**config.mk**
```make
export PLATFORM = sky130hd
export DESIGN_NAME = mem_wb_stage_flat
export DESIGN_NICKNAME = d
export VERILOG_FILES = /design/src/rtl/core_pkg.sv /design/src/rtl/dmem_if.sv /design/src/rtl/lsu_align.sv /design/src/rtl/mem_wb_stage.sv /design/src/flat_wrapper.sv
export SDC_FILE = /design/constraint.sdc
export NUM_CORES = 1
export LEC_CHECK = 0
export ABC_AREA = 1
export CAP_MARGIN = 30
export CORE_ASPECT_RATIO = 0.6
export CORE_MARGIN = 5
export CORE_UTILIZATION = 28
export CTS_BUF_LIST = sky130_fd_sc_hd__clkbuf_4 sky130_fd_sc_hd__clkbuf_8
export CTS_CLUSTER_SIZE = 10
export DETAILED_ROUTE_END_ITERATION = 6
export GPL_ROUTABILITY_DRIVEN = 0
export PLACE_DENSITY_LB_ADDON = 0.2
export SYNTH_ARGS = -nofsm -noshare
export SYNTH_HDL_FRONTEND = slang
export SYNTH_SLANG_ARGS = --single-unit
```
**constraint.sdc**
```tcl
create_clock -name clk -period 1.49 [get_ports clk]
set_clock_uncertainty 0.05 [all_clocks]
set_input_delay 0.298 -clock clk [delete_from_list [all_inputs] [get_ports clk]]
set_output_delay 0.298 -clock clk [all_outputs]
set_load 0.1 [all_outputs]
```
**src/rtl/core_pkg.sv**
```systemverilog
// Shared RV32I core definitions: funct3 load/store sizes,
// MEM-stage FSM encoding and inter-stage bundles.
package core_pkg;

  localparam logic [2:0] F3_B  = 3'b000;
  localparam logic [2:0] F3_H  = 3'b001;
  localparam logic [2:0] F3_W  = 3'b010;
  localparam logic [2:0] F3_BU = 3'b100;
  localparam logic [2:0] F3_HU = 3'b101;

  typedef enum logic {
    IDLE = 1'b0,
    WAIT = 1'b1
  } mem_state_e;

  typedef struct packed {
    logic        valid;
    logic [31:0] alu;
    logic [31:0] sdata;
    logic [4:0]  rd;
    logic        reg_write;
    logic        mem_read;
    logic        mem_write;
    logic        mem_to_reg;
    logic [2:0]  funct3;
  } ex_mem_t;

  typedef struct packed {
    logic [31:0] data;
    logic [4:0]  rd;
    logic        reg_write;
  } mem_wb_t;

endpackage

```
**src/rtl/dmem_if.sv**
```systemverilog
// Single-port data-memory req/ready bus.
// master = core MEM stage, slave = memory.
interface dmem_if;
  logic        req;
  logic        we;
  logic [31:0] addr;
  logic [3:0]  be;
  logic [31:0] wdata;
  logic        ready;
  logic [31:0] rdata;

  modport master (
    output req, we, addr, be, wdata,
    input  ready, rdata
  );

  modport slave (
    input  req, we, addr, be, wdata,
    output ready, rdata
  );
endinterface

```
**src/rtl/lsu_align.sv**
```systemverilog
// Byte-lane alignment: store enables/replication,
// load extraction/extension and misalign detect.
module lsu_align
  import core_pkg::*;
(
  input  logic [2:0]  funct3,
  input  logic [1:0]  addr_lo,
  input  logic [31:0] st_data,
  input  logic [31:0] rdata,
  output logic [3:0]  be,
  output logic [31:0] wdata,
  output logic [31:0] ld_data,
  output logic        misalign
);

  logic       is_b;
  logic       is_h;
  logic       sx;
  logic [7:0] byte_sel;
  logic [15:0] half_sel;

  assign is_b = (funct3[1:0] == F3_B[1:0]);
  assign is_h = (funct3[1:0] == F3_H[1:0]);
  // funct3[2] marks the unsigned load variants
  assign sx   = ~funct3[2];

  assign byte_sel = rdata[{addr_lo, 3'b000} +: 8];
  assign half_sel = addr_lo[1] ? rdata[31:16]
                               : rdata[15:0];

  always_comb begin
    be       = 4'b1111;
    wdata    = st_data;
    ld_data  = rdata;
    misalign = 1'b0;
    unique case (1'b1)
      is_b: begin
        be      = 4'b0001 << addr_lo;
        wdata   = {4{st_data[7:0]}};
        ld_data = {{24{sx & byte_sel[7]}},
                   byte_sel};
      end
      is_h: begin
        be       = 4'b0011 << {addr_lo[1], 1'b0};
        wdata    = {2{st_data[15:0]}};
        ld_data  = {{16{sx & half_sel[15]}},
                    half_sel};
        misalign = addr_lo[0];
      end
      default: begin
        be       = 4'b1111;
        misalign = |addr_lo;
      end
    endcase
  end

endmodule

```
**src/rtl/mem_wb_stage.sv**
```systemverilog
// MEM stage with EX/MEM and MEM/WB registers,
// data-memory wait-state FSM and access timeout.
module mem_wb_stage
  import core_pkg::*;
#(
  parameter int unsigned TIMEOUT = 16
) (
  input  logic        clk,
  input  logic        rst_n,
  input  logic        valid_ex,
  input  logic [31:0] ALUResult_ex,
  input  logic [31:0] MemWriteData_ex,
  input  logic [4:0]  rdAddr_ex,
  input  logic        RegWrite_ex,
  input  logic        MemRead_ex,
  input  logic        MemWrite_ex,
  input  logic        MemtoReg_ex,
  input  logic [2:0]  funct3_ex,
  output logic [31:0] ALUResult_mem,
  output logic [4:0]  rdAddr_mem,
  output logic        RegWrite_mem,
  output logic [31:0] RegWriteData_wb,
  output logic [4:0]  rdAddr_wb,
  output logic        RegWrite_wb,
  output logic        stall_mem,
  output logic        fault_mem,
  dmem_if.master      dmem
);

  ex_mem_t    em;
  mem_wb_t    mw;
  mem_state_e state;
  logic [7:0] cnt;

  logic [3:0]  be_raw;
  logic [31:0] wdata_raw;
  logic [31:0] ld_data;
  logic        misalign;
  logic        is_mem;
  logic        memop;
  logic        mis_fault;
  logic        tmo_hit;
  logic        abort;

  lsu_align u_align (
    .funct3   (em.funct3),
    .addr_lo  (em.alu[1:0]),
    .st_data  (em.sdata),
    .rdata    (dmem.rdata),
    .be       (be_raw),
    .wdata    (wdata_raw),
    .ld_data  (ld_data),
    .misalign (misalign)
  );

  assign is_mem    = em.valid
                   & (em.mem_read | em.mem_write);
  assign memop     = is_mem & ~misalign;
  assign mis_fault = is_mem & misalign;

  assign tmo_hit = (state == WAIT)
                 & (cnt == 8'(TIMEOUT - 1));
  assign abort   = tmo_hit & memop & ~dmem.ready;

  // the aborting cycle releases the pipeline
  assign stall_mem = memop & ~dmem.ready & ~tmo_hit;
  assign fault_mem = mis_fault | abort;

  assign dmem.req   = memop;
  assign dmem.we    = memop & em.mem_write;
  assign dmem.addr  = {em.alu[31:2], 2'b00};
  assign dmem.be    = memop ? be_raw : 4'b0000;
  assign dmem.wdata = wdata_raw;

  assign ALUResult_mem = em.alu;
  assign rdAddr_mem    = em.rd;
  assign RegWrite_mem  = em.valid & em.reg_write
                       & ~fault_mem;

  assign RegWriteData_wb = mw.data;
  assign rdAddr_wb       = mw.rd;
  assign RegWrite_wb     = mw.reg_write;

  always_ff @(posedge clk or negedge rst_n) begin
    if (!rst_n) begin
      em <= '0;
    end else if (!stall_mem) begin
      em.valid      <= valid_ex;
      em.alu        <= ALUResult_ex;
      em.sdata      <= MemWriteData_ex;
      em.rd         <= rdAddr_ex;
      em.reg_write  <= RegWrite_ex;
      em.mem_read   <= MemRead_ex;
      em.mem_write  <= MemWrite_ex;
      em.mem_to_reg <= MemtoReg_ex;
      em.funct3     <= funct3_ex;
    end
  end

  always_ff @(posedge clk or negedge rst_n) begin
    if (!rst_n) begin
      state <= IDLE;
      cnt   <= '0;
    end else begin
      unique case (state)
        IDLE: begin
          cnt <= '0;
          if (memop && !dmem.ready)
            state <= WAIT;
        end
        WAIT: begin
          if (dmem.ready || tmo_hit || !memop) begin
            state <= IDLE;
            cnt   <= '0;
          end else begin
            cnt <= cnt + 8'd1;
          end
        end
        default: begin
          state <= IDLE;
          cnt   <= '0;
        end
      endcase
    end
  end

  always_ff @(posedge clk or negedge rst_n) begin
    if (!rst_n) begin
      mw <= '0;
    end else if (!stall_mem) begin
      mw.reg_write <= RegWrite_mem;
      mw.rd        <= em.rd;
      mw.data      <= em.mem_to_reg ? ld_data
                                    : em.alu;
    end
  end

endmodule

```
**src/flat_wrapper.sv**
```systemverilog
// flat-port wrapper written by rule: the top's interface ports become plain ports
module mem_wb_stage_flat import core_pkg::*;
#(
  parameter int unsigned TIMEOUT = 16
)
  (clk, rst_n, valid_ex, ALUResult_ex, MemWriteData_ex, rdAddr_ex, RegWrite_ex, MemRead_ex, MemWrite_ex, MemtoReg_ex, funct3_ex, ALUResult_mem, rdAddr_mem, RegWrite_mem, RegWriteData_wb, rdAddr_wb, RegWrite_wb, stall_mem, fault_mem, dmem_req, dmem_we, dmem_addr, dmem_be, dmem_wdata, dmem_ready, dmem_rdata);
  dmem_if dmem_i ();
  input  logic clk;
  input  logic rst_n;
  input  logic valid_ex;
  input  logic [31:0] ALUResult_ex;
  input  logic [31:0] MemWriteData_ex;
  input  logic [4:0] rdAddr_ex;
  input  logic RegWrite_ex;
  input  logic MemRead_ex;
  input  logic MemWrite_ex;
  input  logic MemtoReg_ex;
  input  logic [2:0] funct3_ex;
  output logic [31:0] ALUResult_mem;
  output logic [4:0] rdAddr_mem;
  output logic RegWrite_mem;
  output logic [31:0] RegWriteData_wb;
  output logic [4:0] rdAddr_wb;
  output logic RegWrite_wb;
  output logic stall_mem;
  output logic fault_mem;
  output wire logic [$bits(dmem_i.req)-1:0] dmem_req;
  output wire logic [$bits(dmem_i.we)-1:0] dmem_we;
  output wire logic [$bits(dmem_i.addr)-1:0] dmem_addr;
  output wire logic [$bits(dmem_i.be)-1:0] dmem_be;
  output wire logic [$bits(dmem_i.wdata)-1:0] dmem_wdata;
  input wire logic [$bits(dmem_i.ready)-1:0] dmem_ready;
  input wire logic [$bits(dmem_i.rdata)-1:0] dmem_rdata;
  assign dmem_req = dmem_i.req;
  assign dmem_we = dmem_i.we;
  assign dmem_addr = dmem_i.addr;
  assign dmem_be = dmem_i.be;
  assign dmem_wdata = dmem_i.wdata;
  assign dmem_i.ready = dmem_ready;
  assign dmem_i.rdata = dmem_rdata;
  mem_wb_stage #(.TIMEOUT(TIMEOUT)) u_core (.clk(clk), .rst_n(rst_n), .valid_ex(valid_ex), .ALUResult_ex(ALUResult_ex), .MemWriteData_ex(MemWriteData_ex), .rdAddr_ex(rdAddr_ex), .RegWrite_ex(RegWrite_ex), .MemRead_ex(MemRead_ex), .MemWrite_ex(MemWrite_ex), .MemtoReg_ex(MemtoReg_ex), .funct3_ex(funct3_ex), .ALUResult_mem(ALUResult_mem), .rdAddr_mem(rdAddr_mem), .RegWrite_mem(RegWrite_mem), .RegWriteData_wb(RegWriteData_wb), .rdAddr_wb(rdAddr_wb), .RegWrite_wb(RegWrite_wb), .stall_mem(stall_mem), .fault_mem(fault_mem), .dmem(dmem_i));
endmodule
```
==> results.py, run 1 <==
metrics = {
    "outcome": {
        "outcome": "finished with violations",
        "violations": "negative setup slack",
    },
    "synthesis": {
        "synth_xor_area_frac": 0.00132,
        "synth_cells": 861,
        "ys_seq_area_frac": 0.467,
        "synth.largest_area_cell": "dfrtp_1",
        "netlist.area_leader.share": 0.467,
        "yosysWarningCount": 0,
        "ys_types": 32,
        "syn_area_um2": 6650,
        "ys_seq_elements": 124,
        "synthAdderAreaFrac": 0.00188,
        "synthSimpleGateAreaFrac": 0.219,
        "muxShareOfSynthArea": 0,
        "synth_compound_area_frac": 0.138,
        "synth_top_family_by_area": "simple AND/OR/NAND/NOR gates",
        "ys_top_cells_by_area": "dfrtp_1 47%, nand2_1 15%, buf_4 9.1%",
        "avgSynthCellArea_um2": 7.72,
    },
    "cells_and_area": {
        "syn_to_final_growth_pct": 93.5,
        "nFillCells": 2048,
        "antennaDiodeCount": 0,
        "drive_gt1_frac": 0.358,
        "nets": 1231,
        "mostFrequentLayoutCell": "nand2_1",
        "post_layout_nonfiller_instances": 1444,
        "final_cell_mix": "240 x nand2_1, 165 x buf_12, 110 x clkdlybuf4s50_1",
    },
    "timing": {
        "finalHoldViolCount": 0,
        "fin_ws_ns": -0.709,
        "hold_slack_ns": 0.224,
        "setup_viol": 159,
        "period_minus_slack_ns": 2.20,
        "rsz0062_at_grt": "yes",
        "drv_slew": 0,
        "fmax_ghz": 0.455,
        "worstMarginPinSlew_ns": 0.746,
        "period_share": 1.48,
        "slew-limit-headroom": 0.499,
    },
    "global_route": {
        "antenna_found_initial": 0,
        "top_usage_layer": "met1",
        "grt_pass1_wl_um": 40700,
        "grtUsageTotal": 0.198,
        "use_met2": 0.267,
        "grt_use_met3": 0.0723,
        "grt_overflow": 0,
        "grt_max_degree": 46,
        "grtUsageMet1": 0.299,
        "grt_pass1_vias": 6537,
    },
    "power_and_ir_drop": {
        "power.leakage_uw": 0.00591,
        "ir_drop_mv": 0.761,
        "power.density_nw_per_um2": 1370,
    },
    "routing": {
        "wl_um": 26700,
        "dr.pass1.iters": 4,
        "vias": 6583,
        "drt-initial-drc-count": 456,
        "wl_per_cell_um": 18.5,
        "drt.antenna.violating_nets": 0,
        "drc": 0,
        "avgViaCountPerCell": 4.56,
    },
    "floorplan": {
        "die_y_um": 129,
        "ios": 260,
        "die_area_um2": 27000,
        "placementRows": 43,
        "fp.dieW_um": 209,
        "coreArea_um2": 23200,
        "start_util": 0.286,
    },
    "cts": {
        "cts_buffers": 17,
        "cts_sinks": 124,
        "path_clk_slew_ns": 0.07,
        "root_buffer": "clkbuf_8",
        "htreeDepth": 4,
        "clockBufferDepth": 2,
        "cts_tree": "done",
        "worstSkewPairLatency_ns": 0.45,
    },
    "critical_path": {
        "reg2reg_depth": 15,
        "crit_type": "reg2out",
        "worst-endpoint-required_ns": 1.14,
        "critPathMaxFanout": 3,
        "r2r_end": "u_core.ALUResult_mem[21]",
        "crit_chain": "ha_2, nand2_2, nor2_4, inv_2, nor2_4, buf_4, nor2_8, buf_12, buf_12",
        "critPathSlowestCell": "dfrtp_1",
        "setup.worst_path.start": "u_core.cnt[0]",
        "cp-start-kind": "flip-flop",
        "cp_slowest_stage_delay_ns": 0.39,
        "crit_end": "stall_mem",
        "cp_data_arrival_time_ns": 1.85,
        "rr_startpoint": "u_core.cnt[1]",
        "cp-end-kind": "output port",
        "ff2ff_setup_slack_ns": -0.69,
    },
    "placement": {
        "port_buffers": 257,
        "pre_cts_ws_ns": -0.415,
        "dpl.cell_count": 1373,
        "place_hpwl_um": 18900,
    },
    "run": {
        "max_cap_violations": 0,
    },
    "hold_path": {
        "hold_class": "in2async",
    },
}
-- timing repair --
item                                    4_1_cts  5_1_grt
hold buffers                                  1        0
resized for setup                           133       31
setup buffers                                21        8
gates cloned                                 14        0
pin swaps                                     9        6
endpoints found under the setup margin      224      228
hold endpoints to repair                    124        0
-- worst max-delay path: cells and delay by family (launching register included) --
| family | cells | cell delay (ns) |
|---|---|---|
| buffers and inverters | 4 | 0.52 |
| DFF | 1 | 0.39 |
| and+or+nand+nor | 4 | 0.28 |
| adders and majority gates | 1 | 0.21 |
-- cell usage after synthesis --
library cell / instances
conb_1: 1
clkbuf_2: 1
nor2_4: 1
nor2_8: 1
inv_2: 3
nor3_1: 1
buf_2: 16
o21a_1: 1
xor2_1: 1
buf_6: 7
nand3b_1: 1
or2_2: 1
nand3_4: 1
buf_4: 81
dfrtp_1: 124
nand3_1: 37
o221ai_1: 8
nor3b_1: 3
a21oi_1: 62
nand2_2: 2
buf_1: 1
o211ai_1: 1
nor2_1: 33
o21ai_1: 62
nand2_1: 263
inv_1: 76
o21ai_0: 42
and3_1: 1
ha_1: 1
nand4_1: 8
inv_4: 1
clkbuf_1: 19
-- metal layers --
metal,up-vias,routed length [µm]
met4,0,379
met2,242,10800
li1,3196,-
met3,28,2280
met1,3117,13300
met5,-,0
-- area by class of cell --
class	count	area (µm²)	area share
inverters	80	325	0.0253
well taps	315	394	0.0306
multi-input cells	533	3150	0.245
flip-flops and latches	124	3140	0.244
repair buffers	362	5480	0.426
clock buffers	22	290	0.0226
clock inverters	8	92.6	0.00720
-- registers in the layout, summed over array words and instances, names as in the netlist --
register	cells
u_core.RegWrite_wb	1
u_core.rdAddr_wb	5
u_core.state	1
u_core.RegWriteData_wb	32
u_core.rdAddr_mem	5
u_core.em	40
u_core.ALUResult_mem	32
u_core.cnt	8
-- cells by family after synthesis --
logic type,Yosys count
buffers and inverters,205
xor gates and xnor gates,1
DFF,124
adders and majority gates,1
AOI/OAI and AO/OA,176
other,1
and+or+nand+nor,353
-- worst min-delay path by stage --
| stage | end | slack, ns | cells past startpoint |
|---|---|---|---|
| after floorplan | u_core.ALUResult_mem[0] | -0.05 | 0 |
| after global placement | u_core.rdAddr_wb[3] | 0.12 | 1 |
| after detailed placement | u_core.rdAddr_wb[3] | 0.13 | 1 |
| after CTS | u_core.rdAddr_wb[3] | 0.20 | 2 |
| after global routing | u_core.rdAddr_wb[3] | 0.22 | 2 |
| final | u_core.rdAddr_wb[3] | 0.22 | 2 |
-- where the power goes --
| part | total [µW] | switching, µW | internal [µW] |
|---|---|---|---|
| clock | 2980 | 1350 | 1620 |
| sequential | 4410 | 571 | 3840 |
| combinational | 10200 | 6480 | 3740 |
| total | 17600 | 8410 | 9190 |
-- per-stage QoR --
step | cell area (µm²) | setup TNS, ns | util | total power, µW
after CTS | 12700 | -83.37 | 0.548 | 17700
after global routing | 12900 | -103.25 | 0.554 | 18300
after floorplan | 7140 | -20.33 | - | 10400
final | 12900 | -84.94 | 0.554 | 17600
after global placement | 11300 | -36.21 | 0.485 | 14000
after detailed placement | 11300 | -41.92 | 0.485 | 14000
No activity file was read; power rests on OpenSTA's default activity.
==> run 2: changes to the inputs <==
--- a/config.mk
+++ b/config.mk
@@ -7,7 +7,7 @@
 export LEC_CHECK = 0
 export ABC_AREA = 1
 export CAP_MARGIN = 30
-export CORE_ASPECT_RATIO = 0.6
+export CORE_ASPECT_RATIO = 1.2
 export CORE_MARGIN = 5
 export CORE_UTILIZATION = 28
 export CTS_BUF_LIST = sky130_fd_sc_hd__clkbuf_4 sky130_fd_sc_hd__clkbuf_8
@@ -17,4 +17,5 @@
 export PLACE_DENSITY_LB_ADDON = 0.2
 export SYNTH_ARGS = -nofsm -noshare
 export SYNTH_HDL_FRONTEND = slang
+export SYNTH_HIERARCHICAL = 1
 export SYNTH_SLANG_ARGS = --single-unit
==> results.py, run 2 <==
metrics = {
    "synthesis": {
        "ys_seq_elements": 124,
        "ys_types": 30,
        "syn_area_um2": 6900,
        "synth.top_cells.by_count": "447 x nand2_1, 124 x dfrtp_1, 86 x buf_4, 66 x o21ai_0, 61 x nand3_1",
        "ys_seq_area_frac": 0.449,
        "netlist.area_leader.share": 0.449,
        "synth_cells": 926,
        "synth-edff-count": 0,
        "yosysMostFrequentCell": "nand2_1",
        "async_flop_share": 1.00,
        "ys_top_cells_by_area": "dfrtp_1 45%, nand2_1 24%, buf_4 9.4%",
        "synth.largest_area_cell": "dfrtp_1",
        "synth_flop_cell": "dfrtp_1",
        "avgSynthCellArea_um2": 7.46,
        "yosysWarningCount": 6,
    },
    "critical_path": {
        "critPathMaxFanout": 6,
        "cp-start-kind": "flip-flop",
        "critPathBufInv": 3,
        "cp-end-kind": "output port",
        "critPathSlowestCell": "dfrtp_2",
        "worst-endpoint-required_ns": 1.14,
        "cp_slowest_stage_delay_ns": 0.46,
        "cp_common_cell": "nor2_4",
        "crit_type": "reg2out",
        "cp_data_arrival_time_ns": 1.79,
        "crit_family": "flip-flops",
        "crit_chain": "nor2_4, o22ai_4, inv_2, nand3_4, buf_4, nor2_4, buf_12",
    },
    "cells_and_area": {
        "mostFrequentLayoutCell": "nand2_1",
        "finish.instance_area_um2": 14100,
        "nFillCells": 2061,
        "syn_to_final_growth_pct": 105,
        "largest_register_ffs": 40,
        "final_cell_mix": "283 x nand2_1, 164 x buf_12, 110 x clkdlybuf4s50_1",
        "drive_gt1_frac": 0.480,
        "antennaDiodeCount": 0,
        "utilization": 0.577,
        "regMostFlops": "u_core/em",
        "nets": 1308,
    },
    "cts": {
        "cts_sinks": 124,
        "clockBufferDepth": 2,
        "root_buffer": "clkbuf_8",
        "cts_tree": "done",
        "htreeDepth": 4,
        "path_clk_slew_ns": 0.08,
        "cts_buffers": 17,
        "worstSkewPairLatency_ns": 0.44,
    },
    "routing": {
        "avgViaCountPerCell": 4.57,
        "wl_um": 29500,
        "drt-initial-drc-count": 332,
        "vias": 7000,
        "drt.antenna.violating_nets": 0,
        "dr.pass1.iters": 6,
        "drc": 0,
        "wl_per_cell_um": 19.3,
    },
    "power_and_ir_drop": {
        "power.leakage_uw": 0.00656,
        "ir_drop_mv": 0.619,
        "power.density_nw_per_um2": 1310,
    },
    "placement": {
        "port_buffers": 257,
        "place_hpwl_um": 18900,
        "detailed_place.area_um2": 11500,
        "pre_cts_ws_ns": -0.454,
    },
    "timing": {
        "fin_ws_ns": -0.650,
        "fin_tns_setup_ns": -59.61,
        "period_share": 1.44,
        "drv_slew": 0,
        "rsz0062_at_grt": "yes",
        "finalHoldViolCount": 0,
        "setup_viol": 159,
        "fmax_ghz": 0.467,
        "period_minus_slack_ns": 2.14,
    },
    "global_route": {
        "grt_max_degree": 53,
        "grtUsageTotal": 0.179,
        "grt_pass1_vias": 6792,
        "grt_overflow": 0,
        "grt_pass1_wl_um": 38900,
        "antenna_found_initial": 0,
    },
    "floorplan": {
        "start_util": 0.282,
        "die_y_um": 182,
        "placementRows": 63,
        "fp.dieW_um": 153,
        "coreArea_um2": 24500,
        "die_area_um2": 27900,
        "ios": 260,
    },
    "outcome": {
        "outcome": "finished with violations",
        "violations": "negative setup slack",
    },
    "hold_path": {
        "hold_class": "in2async",
    },
    "run": {
        "max_cap_violations": 0,
    },
}
[run 2: cell types whose count changed after synthesis, moves of 5 or more]
cell / delta
a21oi_1: -60
nand2_1: +184
o21ai_0: +24
nor2_1: -13
nand4_1: -7
nand3_1: +24
buf_2: -10
inv_1: -30
buf_4: +5
o21ai_1: -59
o221ai_1: -8
buf_6: +12
clkbuf_1: -9
[run 2: metal layers]
metal	global-route usage	wire length (µm)
met2	0.307	15300
met1	0.208	11400
met4	0.0597	576
met3	0.0641	2300
met5	0	0
[run 2: layout make-up]
cell class                      count  area [µm²]  area share
Sequential cell                   124        3160       0.223
Inverter                           54         235      0.0166
Timing Repair Buffer              369        5750       0.407
Multi-Input combinational cell    629        4170       0.295
Clock buffer                       24         305      0.0216
Tap cell                          325         407      0.0288
Clock inverter                      7         113     0.00797
[run 2: cell families after synthesis]
group                    Yosys count  synth area share
AO/OA/AOI/OAI                     74            0.0545
AND/OR/NAND/NOR                  544             0.322
other                              1          0.000543
buffers and inverters            177             0.165
XOR/XNOR                           5           0.00634
flip-flops                       124             0.449
adder cells (fa/ha/maj)            1           0.00181
[run 2: worst paths after layout]
check	from	end	slack, ns	cells after the start
min	rst_n	u_core/em[32]	0.25	2
max reg2reg	u_core/em[1]	u_core/RegWriteData_wb[6]	-0.40	14
min in group clk	MemWriteData_ex[13]	u_core/em[25]	0.35	3
min reg2reg	u_core/em[39]	u_core/em[39]	0.43	2
max	u_core/ALUResult_mem[0]	dmem_be[0]	-0.65	7
max in group asynchronous	rst_n	u_core/ALUResult_mem[7]	0.56	3
[run 2: per-stage QoR]
stage	total power [µW]	hold slack (ns)	std cells
floorplan	10500	-0.0476	927
global placement	14000	0.167	1444
detailed placement	14000	0.168	1444
CTS	17800	0.236	1489
global route	19100	0.273	1532
finish	18500	0.252	1532
[run 2: timing repair]
action / 4_1_cts / 5_1_grt
setup endpoints to repair: 210 / 227
pin swaps: 8 / 70
hold endpoints to repair: 45 / 0
setup buffers: 10 / 12
gates resized for setup: 145 / 273
cloned: 3 / 32
hold buffers: 1 / 0
[run 2: power breakdown]
group / internal [µW] / switching, µW / total [µW]
clock: 1850 / 1390 / 3240
sequential: 3840 / 655 / 4490
combinational: 4000 / 6760 / 10800
==> run 3: changes to the inputs <==
--- a/config.mk
+++ b/config.mk
@@ -17,5 +17,4 @@
 export PLACE_DENSITY_LB_ADDON = 0.2
 export SYNTH_ARGS = -nofsm -noshare
 export SYNTH_HDL_FRONTEND = slang
-export SYNTH_HIERARCHICAL = 1
 export SYNTH_SLANG_ARGS = --single-unit
==> results.py, run 3 (same netlist as run 1, synthesis figures left out) <==
metrics = {
    "power_and_ir_drop": {
        "pwr-share-seq": 0.245,
        "power.switching_uw": 8900,
        "power.leakage_uw": 0.00627,
        "clkPwrFrac": 0.162,
        "report.power.total_uw": 18200,
        "power.density_nw_per_um2": 1290,
        "intPower_uw": 9290,
        "ir_drop_mv": 0.880,
        "combPwrFrac": 0.593,
        "swShare": 0.489,
    },
    "floorplan": {
        "die_area_um2": 26900,
        "placementRows": 61,
        "fp.dieW_um": 151,
        "die_y_um": 179,
        "start_util": 0.286,
        "coreArea_um2": 23300,
        "ios": 260,
    },
    "timing": {
        "hold_slack_ns": 0.337,
        "fin_ws_ns": -0.682,
        "rsz0062_at_grt": "yes",
        "fin_tns_setup_ns": -70.91,
        "setup_viol": 158,
        "finalHoldViolCount": 0,
        "period_minus_slack_ns": 2.17,
        "fmax_ghz": 0.460,
        "slew-limit-headroom": 0.584,
        "drv_slew": 0,
        "period_share": 1.46,
        "worstMarginPinSlew_ns": 0.619,
    },
    "critical_path": {
        "cp_slowest_stage_delay_ns": 0.36,
        "crit_type": "reg2out",
        "cp_data_arrival_time_ns": 1.82,
        "cp_common_cell": "nor2_4",
        "crit_chain": "ha_2, nand2_2, nor2_4, inv_2, nor2_4, nand2_1, nand2_1, nand2_2, inv_4, nor2_4, buf_12",
        "worst-endpoint-required_ns": 1.14,
        "cp-start-kind": "flip-flop",
        "cp-end-kind": "output port",
        "critPathMaxFanout": 2,
        "critPathSlowestCell": "dfrtp_1",
    },
    "global_route": {
        "grtUsageTotal": 0.198,
        "grt_pass1_wl_um": 40600,
        "grt_max_degree": 79,
        "grt_overflow": 0,
        "grt_pass1_vias": 7109,
        "antenna_found_initial": 3,
    },
    "routing": {
        "wl_per_cell_um": 18.4,
        "drt.antenna.violating_nets": 0,
        "wl_um": 27100,
        "avgViaCountPerCell": 4.61,
        "dr.pass1.iters": 4,
        "drt-initial-drc-count": 286,
        "drc": 0,
        "vias": 6805,
    },
    "run": {
        "max_cap_violations": 0,
    },
    "cts": {
        "cts_tree": "done",
        "cts_sinks": 124,
        "cts_buffers": 17,
        "htreeDepth": 4,
        "worstSkewPairLatency_ns": 0.43,
        "clockBufferDepth": 2,
        "root_buffer": "clkbuf_8",
        "path_clk_slew_ns": 0.07,
    },
    "hold_path": {
        "hold_class": "in2async",
    },
    "cells_and_area": {
        "regMostFlops": "u_core.em",
        "largest_register_ffs": 40,
        "post_layout_nonfiller_instances": 1476,
        "drive_gt1_frac": 0.531,
        "nets": 1260,
        "syn_to_final_growth_pct": 113,
        "final_cell_mix": "183 x buf_12, 149 x nand2_1, 110 x clkdlybuf4s50_1",
        "nFillCells": 1880,
        "finish.instance_area_um2": 14100,
        "mostFrequentLayoutCell": "buf_12",
    },
    "placement": {
        "detailed_place.area_um2": 11400,
        "place_hpwl_um": 18000,
        "port_buffers": 257,
        "dpl.cell_count": 1380,
    },
    "outcome": {
        "violations": "negative setup slack",
        "outcome": "finished with violations",
    },
}
-- run 3: worst paths after layout --
path,start,endpoint,slack [ns],cells past startpoint
setup / recovery,u_core.cnt[1],RegWrite_mem,-0.68,11
hold / removal,rst_n,u_core.ALUResult_mem[31],0.34,3
setup reg to reg,u_core.cnt[0],u_core.ALUResult_mem[19],-0.54,15
hold reg to reg,u_core.em[35],u_core.em[35],0.44,2
max in group asynchronous,rst_n,u_core.ALUResult_mem[4],0.61,3
min in group clk,ALUResult_ex[22],u_core.ALUResult_mem[22],0.34,3
-- run 3: area by class of cell --
| class | count | area [µm²] | share of cell area |
|---|---|---|---|
| well taps | 315 | 394 | 0.0279 |
| multi-input cells | 533 | 3850 | 0.272 |
| repair inverters | 1 | 16.3 | 0.00115 |
| clock inverters | 14 | 136 | 0.00965 |
| clock buffers | 18 | 248 | 0.0175 |
| flip-flops and latches | 124 | 3160 | 0.224 |
| diodes | 1 | 2.50 | 0.000177 |
| repair buffers | 390 | 5990 | 0.424 |
| inverters | 80 | 335 | 0.0237 |
-- run 3: power groups by stage --
stage | logic [µW] | registers (µW) | clock network [µW]
2_1_floorplan | 4650 | 5760 | 0
3_3_place_gp | 9580 | 4400 | 0
3_5_place_dp | 9610 | 4410 | 0
4_1_cts | 10600 | 4400 | 3040
5_1_grt | 11200 | 4520 | 3190
6_report | 10800 | 4460 | 2940
-- run 3: worst max-delay path, delay by kind of cell, from the launching register on --
| family | cells | cell delay, ns |
|---|---|---|
| simple gates | 7 | 0.54 |
| flops | 1 | 0.36 |
| fa+ha+maj | 1 | 0.19 |
| buf+inv | 3 | 0.31 |
-- run 3: what timing repair did --
item,CTS,global route
setup buffers,42,13
gates cloned,23,2
hold buffers,1,0
hold endpoints to repair,124,0
pin swaps,28,31
setup endpoints to repair,216,168
gates resized for setup,289,169
-- run 3: routing by layer --
layer | track usage | vias to the layer above | wire (µm)
li1 | - | 3261 | -
met1 | 0.238 | 3276 | 10500
met2 | 0.336 | 231 | 13700
met3 | 0.0695 | 31 | 2340
met4 | 0.0574 | 6 | 492
met5 | 0 | - | 41
-- run 3: metrics by stage --
stage                util  setup WS (ns)
floorplan               -         -0.905
global placement    0.489         -0.384
detailed placement  0.489         -0.477
CTS                 0.584         -0.738
global route        0.607         -0.819
finish              0.607         -0.682
